`src/rtl/fifo_read_port.sv`:
```
// Read-side controller for the synchronous FIFO: issues RAM reads against
// the writer's pointer and streams returned words through a 2-entry queue.
module fifo_read_port #(
    parameter int DATA_W = 16,
    parameter int ADDR_W = 4
) (
    input  logic              clk,
    input  logic              rst,
    input  logic [ADDR_W:0]   wr_ptr,
    output logic [ADDR_W:0]   rd_ptr,
    output logic              mem_ren,
    output logic [ADDR_W-1:0] mem_raddr,
    input  logic [DATA_W-1:0] mem_rdata,
    input  logic              flush,
    output logic [DATA_W-1:0] out_data,
    output logic              out_valid,
    input  logic              out_ready,
    output logic [ADDR_W+1:0] avail
);

    logic [1:0]        buf_cnt;
    logic              inflight;
    logic [DATA_W-1:0] tail;
    logic              empty;
    logic              pop;
    logic [1:0]        occ;
    logic [ADDR_W:0]   diff;

    assign empty     = (wr_ptr == rd_ptr);
    assign out_valid = (buf_cnt != 2'd0);
    assign pop       = out_valid && out_ready;

    // Queue slots still claimed once this cycle's pop leaves; never underflows
    // because pop implies buf_cnt >= 1.
    assign occ = buf_cnt + {1'b0, inflight} - {1'b0, pop};

    assign mem_ren   = !rst && !empty && !flush && (occ < 2'd2);
    assign mem_raddr = rd_ptr[ADDR_W-1:0];

    assign diff  = wr_ptr - rd_ptr;
    assign avail = {1'b0, diff}
                 + (ADDR_W+2)'(inflight)
                 + (ADDR_W+2)'(buf_cnt);

    always_ff @(posedge clk) begin
        if (rst) begin
            rd_ptr   <= '0;
            buf_cnt  <= 2'd0;
            inflight <= 1'b0;
            out_data <= '0;
            tail     <= '0;
        end else if (flush) begin
            // Returning read data is dropped by clearing inflight.
            rd_ptr   <= wr_ptr;
            buf_cnt  <= 2'd0;
            inflight <= 1'b0;
        end else begin
            inflight <= mem_ren;
            buf_cnt  <= occ;
            if (mem_ren) begin
                rd_ptr <= rd_ptr + (ADDR_W+1)'(1);
            end
            unique case ({inflight, pop})
                2'b10: begin
                    if (buf_cnt == 2'd0) begin
                        out_data <= mem_rdata;
                    end else begin
                        tail <= mem_rdata;
                    end
                end
                2'b01: begin
                    out_data <= tail;
                end
                2'b11: begin
                    if (buf_cnt == 2'd1) begin
                        out_data <= mem_rdata;
                    end else begin
                        out_data <= tail;
                        tail     <= mem_rdata;
                    end
                end
                default: begin
                end
            endcase
        end
    end

endmodule

```
`config.mk`:
```
export PLATFORM = sky130hd
export DESIGN_NAME = fifo_read_port
export DESIGN_NICKNAME = d
export VERILOG_FILES = /design/src/rtl/fifo_read_port.sv
export SDC_FILE = /design/constraint.sdc
export NUM_CORES = 1
export LEC_CHECK = 0
export CAP_MARGIN = 20
export CORE_MARGIN = 1.5
export CORE_UTILIZATION = 48
export CTS_CLUSTER_DIAMETER = 150
export DETAILED_ROUTE_END_ITERATION = 7
export MAX_ROUTING_LAYER = met4
export PLACE_DENSITY = 0.85
export SETUP_SLACK_MARGIN = 0.1
export SYNTH_ARGS = -nofsm -noshare
export SYNTH_HDL_FRONTEND = slang
export SYNTH_SLANG_ARGS = --single-unit
```
`constraint.sdc`:
```
create_clock -name clk -period 3.6 [get_ports clk]
set_clock_uncertainty 0.2 [all_clocks]
set_input_delay 0.36 -clock clk [delete_from_list [all_inputs] [get_ports clk]]
set_output_delay 0.36 -clock clk [all_outputs]
set_load 0.1 [all_outputs]
```
==> metrics.txt <==
die width between 60 and 70 um; Syn Inst Count 219; EDFF count, synth 0; clk_lat worst skew 0.29 ns; number of synthesis warnings 0; RePlAce Congestion a little under 0.9; kind of critical path in -> out; vias in the first global route between 1500 and 2000; drt pass-1 iters 4; Synth area leaders dfxtp_1 38%, mux2i_1 8.7%, ha_1 7.2%; drt total wl ~4600 um; number of synthesized register bits 40; H-tree level count 2; CTS tree done; Max VDD drop between 300 and 400 uV; Mean Syn Cell Area ~9.5 um^2; R2R setup slack ~0.64 ns; Final Slew Violations 0; Die Ht about 69 um; vias per cell approximately 5.5; Clock Sinks 40; minimum clock period 3.39 ns; Main synth FF type dfxtp_1; first-pass GRT wire length a little over 7000 um; MaxCap Viol Count 0; CP Launch Type input port; initial drt markers 114; Design Power 1.44 mW; status finished clean; Hold Crit Class reg -> reg; final setup fails 0; CP Capture Type output port; Synth top area share 0.385; dpl hpwl between 3000 and 4000 um; Die Area roughly 4700 um^2; Slew HR 0.280; Final period util 0.942; Core ar. a little over 4000 um^2; Final ANT Viol Nets 0; CP max FO 2; hold_ws about 0.3 ns; setup TNS 0 ns; grt total ovfl 0; RSZ-0062 raised after global routing false; initial antenna violation count 0; largest net degree at the start of global routing 39; fraction of layout cells with a size suffix above 1 0.121; Seq. cell area between 800 and 900 um^2; PortBufs between 50 and 60; GRT Total Usage 0.211; Area growth syn-to-layout 38.5%; Via Count between 1500 and 2000; post-CTS setup buffers 0; Final Util 0.706; unique cell type count in the Yosys netlist 34; # DRC 0; Pwr Density around 500 nW/um^2; fillcell total ~320; CP arrival about 2.8 ns; Max Clock Freq just under 300 MHz; CTS root buffer clkbuf_8; final hold violations 0; top-level I/O count between 50 and 60; Slew @ Worst Pin around 1.1 ns; footprint of the multi-input gates around 1200 um^2; synthesized area between 2000 and 2500 um^2; Seq/Total Area, Yosys 0.385; worst-case clock buffer depth 2; critical path data required time a little over 3 ns; Post-Syn Nets 259; Worst-path clk slew 0.07 ns; # nets final about 310; Initial Util 0.509; routed length per placed instance between 10 and 15 um; Rows 23; leakage power roughly 1.2 nW; Post-synth ARST share 0; CTS Buf Count 5; n_diodes 0; Yosys top cell by area dfxtp_1
[report_power, final]
part	leakage [nW]	total, mW	internal (mW)	switching [mW]
clock network	0.0424	0.289	0.138	0.151
registers	0.328	0.492	0.470	0.0214
logic	0.865	0.659	0.208	0.451
[kinds of logic after synthesis]
family,Yosys count,synth area share
AOI/OAI and AO/OA,49,0.185
xor gates and xnor gates,10,0.0487
adders and majority gates,15,0.101
buffers and inverters,33,0.0733
DFF,40,0.385
muxes,19,0.0919
and+or+nand+nor,53,0.116
[sequential cells by signal (all words and copies together), names as in the netlist]
signal    count
buf_cnt       2
inflight      1
out_data     16
rd_ptr        5
tail         16
[cell type report]
type | count | area share
inverter | 17 | 0.0221
clock buffer | 7 | 0.0265
multi-input combinational | 146 | 0.419
clock inverter | 1 | 0.00304
timing repair buffer | 61 | 0.228
sequential | 40 | 0.279
tap | 50 | 0.0217
[cell usage in the layout, fill, tap and decap left out, types with 6 or more instances in the layout]
cell type	synthesis	layout
clkdlybuf4s50_1	0	50
buf_12	0	6
inv_1	17	17
nor2_1	36	36
ha_1	12	12
a211oi_1	19	18
a22oi_1	16	16
mux2i_1	18	18
dfxtp_1	40	38
[stage by stage]
| step | cell area, um^2 | std cells | setup WS, ns |
|---|---|---|---|
| floorplan | 2150 | 219 | 0.102 |
| global placement | 2790 | 314 | 0.178 |
| detailed placement | 2790 | 314 | 0.116 |
| CTS | 2880 | 322 | 0.110 |
| global route | 2880 | 322 | 0.0914 |
| finish | 2880 | 322 | 0.207 |
[routing by layer]
metal	GRT usage	vias to the layer above	share of wire
met5	-	-	0
met3	0.0584	4	0.049
met1	0.277	839	0.47
li1	-	873	-
met4	0.0662	0	0.0074
met2	0.317	52	0.48
[cell usage after synthesis (4+ instances only)]
cell type and n:
dfxtp_1 40, nor2_1 36, a211oi_1 19, mux2i_1 18, inv_1 17, a22oi_1 16
ha_1 12, clkbuf_1 6, buf_2 5, xor2_1 5, a21o_1 4, buf_4 4
xnor2_1 4
[critical path: stages]
cell	delay, ns
clkdlybuf4s50_1	0.40
inv_1	0.08
ha_1	0.14
inv_1	0.06
fa_1	0.51
inv_1	0.06
fa_2	0.36
inv_1	0.08
nand3_1	0.08
mux2_4	0.32
xor2_4	0.16
buf_12	0.19
[worst paths after layout]
check                    from           to  cells past startpoint
setup / recovery    wr_ptr[0]     avail[4]                     12
hold / removal    out_data[3]  out_data[3]                      2
setup reg to reg   buf_cnt[1]    rd_ptr[4]                     11
hold reg to reg   out_data[3]  out_data[3]                      2
[what timing repair did]
action,CTS,global route
hold buffers,0,0
resized for setup,0,3
endpoints found under the setup margin,0,1
Note: power is estimated with default switching activity, not from simulation.
